==> config.mk <==
export PLATFORM = sky130hd
export DESIGN_NAME = l1_cache_nway_flat
export DESIGN_NICKNAME = d
export VERILOG_FILES = /design/src/rtl/lc3b_types.sv /design/src/rtl/l1_cache_nway_if.sv /design/src/rtl/l1_cache_nway_plru.sv /design/src/rtl/l1_cache_nway.sv /design/src/flat_wrapper.sv
export SDC_FILE = /design/constraint.sdc
export NUM_CORES = 2
export LEC_CHECK = 0
export BUFFER_PORTS_ARGS = -buffer_cell sky130_fd_sc_hd__buf_2
export CAP_MARGIN = 5
export CORE_MARGIN = 2
export CORE_UTILIZATION = 35
export CTS_CLUSTER_SIZE = 24
export DETAILED_ROUTE_END_ITERATION = 16
export GPL_ROUTABILITY_DRIVEN = 0
export PLACE_DENSITY_LB_ADDON = 0.12
export SETUP_SLACK_MARGIN = 0.5
export SYNTH_ARGS = -nofsm -noshare
export SYNTH_HDL_FRONTEND = slang
export SYNTH_HIERARCHICAL = 1
export SYNTH_SLANG_ARGS = --single-unit
export TNS_END_PERCENT = 20
==> constraint.sdc <==
create_clock -name clk -period 14.95 [get_ports clk]
set_input_delay 3.7375 -clock clk [delete_from_list [all_inputs] [get_ports clk]]
set_output_delay 3.7375 -clock clk [all_outputs]
set_load 0.05 [all_outputs]
==> src/rtl/lc3b_types.sv <==
// rtl/lc3b_types.sv - shared LC-3b word, line and mask types plus cache constants
// Contents:
//   lc3b_word        16-bit CPU word / byte address
//   lc3b_cacheline   128-bit cache line (eight words)
//   lc3b_mem_wmask   2-bit byte-lane write mask
//   LC3B_OFFSET_BITS byte-offset width inside a line
//   LC3B_LINE_WORDS  words per line
//   cache_state_e    controller states
package lc3b_types;

  typedef logic [15:0]  lc3b_word;
  typedef logic [127:0] lc3b_cacheline;
  typedef logic [1:0]   lc3b_mem_wmask;

  localparam int LC3B_OFFSET_BITS = 4;
  localparam int LC3B_LINE_WORDS  = 8;

  typedef enum logic [1:0] {
    IDLE      = 2'd0,
    WRITEBACK = 2'd1,
    FILL      = 2'd2
  } cache_state_e;

endpackage

==> src/rtl/l1_cache_nway_if.sv <==
// rtl/l1_cache_nway_if.sv - CPU-side and next-level bus bundle for the L1 cache
// Signals:
//   mem_read/mem_write, mem_address, mem_wdata, mem_byte_enable  CPU request
//   mem_resp, mem_rdata                                          CPU response
//   l2_read/l2_write, l2_address, l2_wdata, eviction             next-level request
//   l2_resp, l2_rdata                                            next-level response
// Modports:
//   master  CPU + next-level memory side (drives requests and l2 responses)
//   slave   the cache itself
interface l1_cache_nway_if;
  import lc3b_types::*;

  logic          mem_read;
  logic          mem_write;
  lc3b_word      mem_address;
  lc3b_word      mem_wdata;
  lc3b_mem_wmask mem_byte_enable;
  logic          mem_resp;
  lc3b_word      mem_rdata;

  logic          l2_read;
  logic          l2_write;
  lc3b_word      l2_address;
  lc3b_cacheline l2_wdata;
  logic          l2_resp;
  lc3b_cacheline l2_rdata;
  logic          eviction;

  modport master (
    output mem_read, mem_write, mem_address, mem_wdata, mem_byte_enable,
    output l2_resp, l2_rdata,
    input  mem_resp, mem_rdata,
    input  l2_read, l2_write, l2_address, l2_wdata, eviction
  );

  modport slave (
    input  mem_read, mem_write, mem_address, mem_wdata, mem_byte_enable,
    input  l2_resp, l2_rdata,
    output mem_resp, mem_rdata,
    output l2_read, l2_write, l2_address, l2_wdata, eviction
  );

endinterface

==> src/rtl/l1_cache_nway_plru.sv <==
// rtl/l1_cache_nway_plru.sv - tree pseudo-LRU update and victim encoder (module plru_tree)
// Ports:
//   bits_i       current WAYS-1 tree bits of one set (bit k-1 holds heap node k)
//   hit_way_i    way being touched
//   next_bits_o  tree bits after touching hit_way_i
//   victim_o     way the current tree points at
// A node bit of 0 points toward the lower half, 1 toward the upper half.
module plru_tree #(
  parameter int WAYS = 2,
  localparam int LW = $clog2(WAYS)
) (
  input  logic [WAYS-2:0] bits_i,
  input  logic [LW-1:0]   hit_way_i,
  output logic [WAYS-2:0] next_bits_o,
  output logic [LW-1:0]   victim_o
);

  // Heap-indexed view: node 1 is the root, children of n are 2n and 2n+1.
  logic [WAYS-1:1] tree;
  logic [WAYS-1:1] next_tree;
  logic [LW-1:0]   hnode;
  logic [LW-1:0]   vnode;

  always_comb begin
    tree      = bits_i;
    next_tree = tree;
    victim_o  = '0;
    hnode     = LW'(1);
    vnode     = LW'(1);
    for (int lvl = 0; lvl < LW; lvl++) begin
      // Touch: every node on the path points to the sibling subtree.
      next_tree[hnode] = ~hit_way_i[LW-1-lvl];
      hnode            = LW'({hnode, hit_way_i[LW-1-lvl]});
      // Victim: follow the pointers from the root.
      victim_o[LW-1-lvl] = tree[vnode];
      vnode              = LW'({vnode, tree[vnode]});
    end
    next_bits_o = next_tree;
  end

endmodule

==> src/rtl/l1_cache_nway.sv <==
// rtl/l1_cache_nway.sv - N-way set-associative write-back L1 cache with tree-PLRU replacement
// Parameters: WAYS (2..8, power of two), SETS (2..64, power of two)
// Ports:
//   clk  clock, all state changes on the rising edge
//   rst  asynchronous active-high reset (clears valid, dirty, PLRU, FSM)
//   bus  l1_cache_nway_if.slave: CPU request/response and next-level traffic
module l1_cache_nway
  import lc3b_types::*;
#(
  parameter int WAYS = 2,
  parameter int SETS = 8
) (
  input logic            clk,
  input logic            rst,
  l1_cache_nway_if.slave bus
);

  localparam int LW     = $clog2(WAYS);
  localparam int IW     = $clog2(SETS);
  localparam int TW     = 16 - LC3B_OFFSET_BITS - IW;
  localparam int WORD_W = 128 / LC3B_LINE_WORDS;

  // Address split
  logic [IW-1:0] idx;
  logic [TW-1:0] tag_in;
  logic [2:0]    word_sel;
  logic [6:0]    word_lsb;

  assign idx      = bus.mem_address[LC3B_OFFSET_BITS +: IW];
  assign tag_in   = bus.mem_address[15 -: TW];
  assign word_sel = bus.mem_address[3:1];
  assign word_lsb = {word_sel, 4'h0};

  // Storage: status bits are reset, tag/data arrays are not.
  logic [WAYS-1:0] valid_q [SETS];
  logic [WAYS-1:0] dirty_q [SETS];
  logic [WAYS-2:0] plru_q  [SETS];
  logic [TW-1:0]   tag_q   [SETS][WAYS];
  lc3b_cacheline   data_q  [SETS][WAYS];

  cache_state_e  state_q, state_d;
  logic [LW-1:0] victim_q, victim_d;

  logic req;
  assign req = bus.mem_read | bus.mem_write;

  // Lookup
  logic [WAYS-1:0] match;
  logic [LW-1:0]   hit_way;
  logic            hit_one;

  always_comb begin
    match   = '0;
    hit_way = '0;
    for (int w = 0; w < WAYS; w++) begin
      match[w] = valid_q[idx][w] && (tag_q[idx][w] == tag_in);
      if (match[w]) hit_way = LW'(w);
    end
  end

  // A hit needs exactly one matching way; a multi-match is treated as a miss.
  assign hit_one = (match != '0) && ((match & (match - WAYS'(1))) == '0);

  // Victim choice: lowest invalid way first, otherwise the PLRU pointer.
  logic [LW-1:0]   plru_victim;
  logic [LW-1:0]   victim_sel;
  logic [WAYS-2:0] plru_next;
  logic            found_invalid;

  plru_tree #(.WAYS(WAYS)) u_plru (
    .bits_i      (plru_q[idx]),
    .hit_way_i   (hit_way),
    .next_bits_o (plru_next),
    .victim_o    (plru_victim)
  );

  always_comb begin
    victim_sel    = plru_victim;
    found_invalid = 1'b0;
    for (int w = 0; w < WAYS; w++) begin
      if (!valid_q[idx][w] && !found_invalid) begin
        victim_sel    = LW'(w);
        found_invalid = 1'b1;
      end
    end
  end

  // Hit data path and byte-lane merge
  lc3b_cacheline hit_line;
  lc3b_word      hit_word;
  lc3b_word      merged_word;

  always_comb begin
    hit_line    = data_q[idx][hit_way];
    hit_word    = hit_line[word_lsb +: WORD_W];
    merged_word = hit_word;
    if (bus.mem_byte_enable[0]) merged_word[7:0]  = bus.mem_wdata[7:0];
    if (bus.mem_byte_enable[1]) merged_word[15:8] = bus.mem_wdata[15:8];
  end

  // FSM next-state and outputs
  logic hit_we;
  logic fill_we;
  logic plru_we;

  always_comb begin
    state_d        = state_q;
    victim_d       = victim_q;
    hit_we         = 1'b0;
    fill_we        = 1'b0;
    plru_we        = 1'b0;
    bus.mem_resp   = 1'b0;
    bus.mem_rdata  = hit_word;
    bus.l2_read    = 1'b0;
    bus.l2_write   = 1'b0;
    bus.l2_address = '0;
    bus.l2_wdata   = '0;
    bus.eviction   = 1'b0;

    case (state_q)
      IDLE: begin
        if (req) begin
          if (hit_one) begin
            bus.mem_resp = 1'b1;
            plru_we      = 1'b1;
            hit_we       = bus.mem_write;
          end else begin
            victim_d = victim_sel;
            if (valid_q[idx][victim_sel] && dirty_q[idx][victim_sel]) begin
              state_d = WRITEBACK;
            end else begin
              state_d = FILL;
            end
          end
        end
      end

      WRITEBACK: begin
        bus.l2_write   = 1'b1;
        bus.eviction   = 1'b1;
        bus.l2_address = {tag_q[idx][victim_q], idx, {LC3B_OFFSET_BITS{1'b0}}};
        bus.l2_wdata   = data_q[idx][victim_q];
        if (bus.l2_resp) state_d = FILL;
      end

      FILL: begin
        bus.l2_read    = 1'b1;
        bus.l2_address = {tag_in, idx, {LC3B_OFFSET_BITS{1'b0}}};
        if (bus.l2_resp) begin
          fill_we = 1'b1;
          state_d = IDLE;
        end
      end

      default: state_d = IDLE;
    endcase
  end

  // Status state: FSM, latched victim, valid/dirty/PLRU bits
  always_ff @(posedge clk or posedge rst) begin
    if (rst) begin
      state_q  <= IDLE;
      victim_q <= '0;
      for (int s = 0; s < SETS; s++) begin
        valid_q[s] <= '0;
        dirty_q[s] <= '0;
        plru_q[s]  <= '0;
      end
    end else begin
      state_q  <= state_d;
      victim_q <= victim_d;
      if (plru_we) plru_q[idx] <= plru_next;
      if (hit_we) dirty_q[idx][hit_way] <= 1'b1;
      if (fill_we) begin
        valid_q[idx][victim_q] <= 1'b1;
        dirty_q[idx][victim_q] <= 1'b0;
      end
    end
  end

  // Tag and data arrays
  always_ff @(posedge clk) begin
    if (fill_we) begin
      tag_q[idx][victim_q]  <= tag_in;
      data_q[idx][victim_q] <= bus.l2_rdata;
    end else if (hit_we) begin
      data_q[idx][hit_way][word_lsb +: WORD_W] <= merged_word;
    end
  end

endmodule

==> src/flat_wrapper.sv <==
// flat-port wrapper written by rule: the top's interface ports become plain ports
module l1_cache_nway_flat import lc3b_types::*;
#(
  parameter int WAYS = 2,
  parameter int SETS = 8
)
  (clk, rst, bus_mem_read, bus_mem_write, bus_mem_address, bus_mem_wdata, bus_mem_byte_enable, bus_l2_resp, bus_l2_rdata, bus_mem_resp, bus_mem_rdata, bus_l2_read, bus_l2_write, bus_l2_address, bus_l2_wdata, bus_eviction);
  l1_cache_nway_if bus_i ();
  input logic clk;
  input logic rst;
  input wire logic [$bits(bus_i.mem_read)-1:0] bus_mem_read;
  input wire logic [$bits(bus_i.mem_write)-1:0] bus_mem_write;
  input wire logic [$bits(bus_i.mem_address)-1:0] bus_mem_address;
  input wire logic [$bits(bus_i.mem_wdata)-1:0] bus_mem_wdata;
  input wire logic [$bits(bus_i.mem_byte_enable)-1:0] bus_mem_byte_enable;
  input wire logic [$bits(bus_i.l2_resp)-1:0] bus_l2_resp;
  input wire logic [$bits(bus_i.l2_rdata)-1:0] bus_l2_rdata;
  output wire logic [$bits(bus_i.mem_resp)-1:0] bus_mem_resp;
  output wire logic [$bits(bus_i.mem_rdata)-1:0] bus_mem_rdata;
  output wire logic [$bits(bus_i.l2_read)-1:0] bus_l2_read;
  output wire logic [$bits(bus_i.l2_write)-1:0] bus_l2_write;
  output wire logic [$bits(bus_i.l2_address)-1:0] bus_l2_address;
  output wire logic [$bits(bus_i.l2_wdata)-1:0] bus_l2_wdata;
  output wire logic [$bits(bus_i.eviction)-1:0] bus_eviction;
  assign bus_i.mem_read = bus_mem_read;
  assign bus_i.mem_write = bus_mem_write;
  assign bus_i.mem_address = bus_mem_address;
  assign bus_i.mem_wdata = bus_mem_wdata;
  assign bus_i.mem_byte_enable = bus_mem_byte_enable;
  assign bus_i.l2_resp = bus_l2_resp;
  assign bus_i.l2_rdata = bus_l2_rdata;
  assign bus_mem_resp = bus_i.mem_resp;
  assign bus_mem_rdata = bus_i.mem_rdata;
  assign bus_l2_read = bus_i.l2_read;
  assign bus_l2_write = bus_i.l2_write;
  assign bus_l2_address = bus_i.l2_address;
  assign bus_l2_wdata = bus_i.l2_wdata;
  assign bus_eviction = bus_i.eviction;
  l1_cache_nway #(.WAYS(WAYS), .SETS(SETS)) u_core (.clk(clk), .rst(rst), .bus(bus_i));
endmodule
==> impl_metrics.yaml <==
global_routing:
  grt_pass1_vias: 58100
  grt_antenna_before_repair: 41
  grt_pass1_wl_um: 531000
  grt_usage_pct: 29.0
  overflow: 0
  grt_max_degree: 181
final_layout:
  nNetsFinal: 6490
  area_growth_pct: 15.7
  nFillCells: 24100
  layout_common_cells: "2192 x edfxtp_1, 502 x nor2_1, 322 x buf_2"
  finalNonFillerCells: 10100
  drive_gt1_share_pct: 24.5
  final_common_cell: "edfxtp_1"
setup_path:
  crit_chain: "buf_8, nor2b_4, a22oi_1, nand2_1, xor2_1, nand4_1, buf_4, or3_1, o211ai_1, nand4_1, o21a_1, buf_2"
  cp-start-kind: "input pin"
  cpMostUsedCell: "nand4_1"
  path_buf_inv: 3
  crit_type: "input pin to output port"
  arrival_ps: 9400
  critPathSlowestCell: "nand4_1"
  critPathMaxFanout: 64
  critPathRequiredTime_ps: 11210
  cp_top_family: "simple AND/OR/NAND/NOR gates"
  cp_slowest_stage_delay_ps: 1070
  critPathCaptureType: "output port"
cts:
  clock-root-buffer: "clkbuf_16"
  clock-sinks: 2235
  cts.clk_slew.worst_paths_ps: 60
  cts_hold_buffers: 0
  ctsResizeCount: 0
  post_cts_buffers: 0
  htree_num_levels: 4
  insertion_delay_ps: 910
  cts_buffers: 237
  clk_path_buf_depth: 3
  cts_tree: "done"
floorplan:
  initial_core_util_pct: 35.3
  num_rows: 188
  die_x_um: 519
  io_pins: 331
  die_h_um: 519
  dieArea_um2: 269000
  core_region_area_um2: 263000
logic_synthesis:
  synth.ff_latch_count: 2235
  async_reset_ff_share_pct: 1.92
  avgSynthCellArea_um2: 15.7
  ys_types: 100
  synth_area_um2: 92600
  synth-edff-count: 2192
  yosysSeqAreaShare_pct: 72.2
  syn_inst: 5883
  ys_warn_count: 6
  synth_ff_type: "edfxtp_1"
drt:
  drtIter0Drc: 8292
  first_pass_iters: 6
  drc: 0
  drt-total-wl_um: 400000
  wl_per_cell_um: 39.7
  viasPerCell: 6.09
  dr_total_vias: 61300
  postRouteAntennaNets: 0
timing:
  setup_violations: 0
  post-route-min-period_ps: 13130
  finalClockSkew_ps: 42.0
  rsz0062_at_grt: "no"
  hold_viol: 0
  max_freq_mhz: 76.1
  relSlewSlack_pct: 3.90
  drv_slew: 0
  worst_pin_slew_ps: 1430
  fin_tns_setup_ps: 0
  period_share_pct: 87.9
placed_design:
  dp.cells: 9593
  portBuffers: 325
  dp_hpwl_um: 257000
outcome:
  status: "completed"
pwr:
  p_leak_nw: 35.1
  p_per_area_nw_per_um2: 136
  irDropWorstVdd_mv: 0.138
  p_total_mw: 14.6
run:
  drv_cap: 0
min_path:
  min_path_type: "register to register"
[cells in the mapped netlist (all sizes together) (6+ instances only)]
| library cell | count | share of area [%] |
|---|---|---|
| o211ai | 25 | 0.22 |
| a221oi | 286 | 2.7 |
| o21a | 6 | 0.049 |
| o22ai | 58 | 0.39 |
| nand3 | 48 | 0.26 |
| nand2 | 161 | 0.65 |
| nor2b | 16 | 0.11 |
| or2 | 22 | 0.15 |
| o221a | 8 | 0.097 |
| mux2 | 305 | 3.7 |
| o22a | 10 | 0.095 |
| edfxtp | 2192 | 71 |
| o2bb2ai | 15 | 0.14 |
| or3 | 7 | 0.047 |
| buf | 253 | 1.6 |
| clkbuf | 219 | 0.89 |
| nor3 | 50 | 0.29 |
| a222oi | 20 | 0.22 |
| inv | 24 | 0.097 |
| and2 | 40 | 0.27 |
| a31oi | 143 | 0.97 |
| a311oi | 7 | 0.066 |
| a21oi | 247 | 1.3 |
| xnor2 | 10 | 0.095 |
| mux4 | 93 | 2.3 |
| nand2b | 6 | 0.041 |
| o21ai | 132 | 0.71 |
| a21boi | 6 | 0.049 |
| nor2 | 623 | 2.5 |
| o311ai | 10 | 0.11 |
| dfrtp | 43 | 1.2 |
| a22oi | 170 | 1.4 |
| nand4 | 8 | 0.054 |
| a22o | 58 | 0.55 |
| a221o | 55 | 0.59 |
| o221ai | 23 | 0.23 |
| o211a | 9 | 0.097 |
| and3 | 7 | 0.047 |
| mux2i | 259 | 2.8 |
| a211oi | 127 | 1.0 |
[worst paths after layout]
path | from | end | slack [ps] | cells past startpoint
worst max-delay path | bus_mem_address[5] | bus_mem_rdata[2] | 1820 | 12
worst min register to register | u_core/valid_q[11] | u_core/valid_q[11] | 460 | 1
min in group asynchronous | rst | u_core/state_q[1] | 3110 | 2
worst max register to register | u_core/tag_q[6][6] | u_core/data_q[1][63] | 8320 | 11
max in group asynchronous | rst | u_core/victim_q | 11050 | 2
worst min-delay path | u_core/valid_q[11] | u_core/valid_q[11] | 460 | 1
[cell type report]
class	instances	area (um2)	area share (%)
Inverter	27	123	0.114
Multi-Input combinational cell	3152	24000	22.4
Timing Repair Buffer	665	4480	4.18
Tap cell	3515	4400	4.10
Clock buffer	305	6250	5.83
Sequential cell	2235	66900	62.4
Clock inverter	134	995	0.928
Antenna cell	21	52.6	0.0490
[routing by layer]
metal	global-route usage (%)	share of wire [%]	vias to the layer above
met5	0	0.0045	-
met4	16.1	6.3	4
met3	5.37	8.6	715
met2	44.6	45	3479
met1	38.7	40	32400
li1	-	-	24600
[through the flow]
| stage | worst slack, ps | cell area [um2] | hold WS [ps] | util (%) |
|---|---|---|---|---|
| floorplan | 3980 | 92700 | 433 | - |
| CTS | 2050 | 107000 | 466 | 40.8 |
| detailed placement | 2060 | 99900 | 448 | 38.0 |
| global route | 1840 | 107000 | 480 | 40.8 |
| global placement | 2060 | 99900 | 446 | 38.0 |
| finish | 1820 | 107000 | 464 | 40.8 |
[sequential cells by signal, indices dropped and copies added (netlist names)]
signal and cells:
u_core/tag_q 144, u_core/plru_q 8, u_core/dirty_q 16, u_core/state_q 2, u_core/valid_q 16, u_core/victim_q 1, u_core/data_q 2048
[cell families (layout without fill, tap and decap cells)]
kind of cell | after synthesis | in the layout | share of synthesized area, %
DFF | 2235 | 2235 | 72.2
AOI/OAI and AO/OA | 1461 | 1461 | 11.5
and+or+nand+nor | 1012 | 1012 | 4.73
muxes | 657 | 657 | 8.77
buffers and inverters | 499 | 1131 | 2.58
xor gates and xnor gates | 13 | 13 | 0.123
adders and majority gates | 5 | 5 | 0.0675
other | 1 | 25 | 0.00405
[where the power goes]
| part | leakage [nW] | switching (mW) | internal (mW) |
|---|---|---|---|
| logic | 11.2 | 1.46 | 0.442 |
| registers | 20.3 | 0.0507 | 7.08 |
| clock network | 3.54 | 2.46 | 3.12 |
| total | 35.1 | 3.97 | 10.6 |
(Power assumes the default switching activity.)
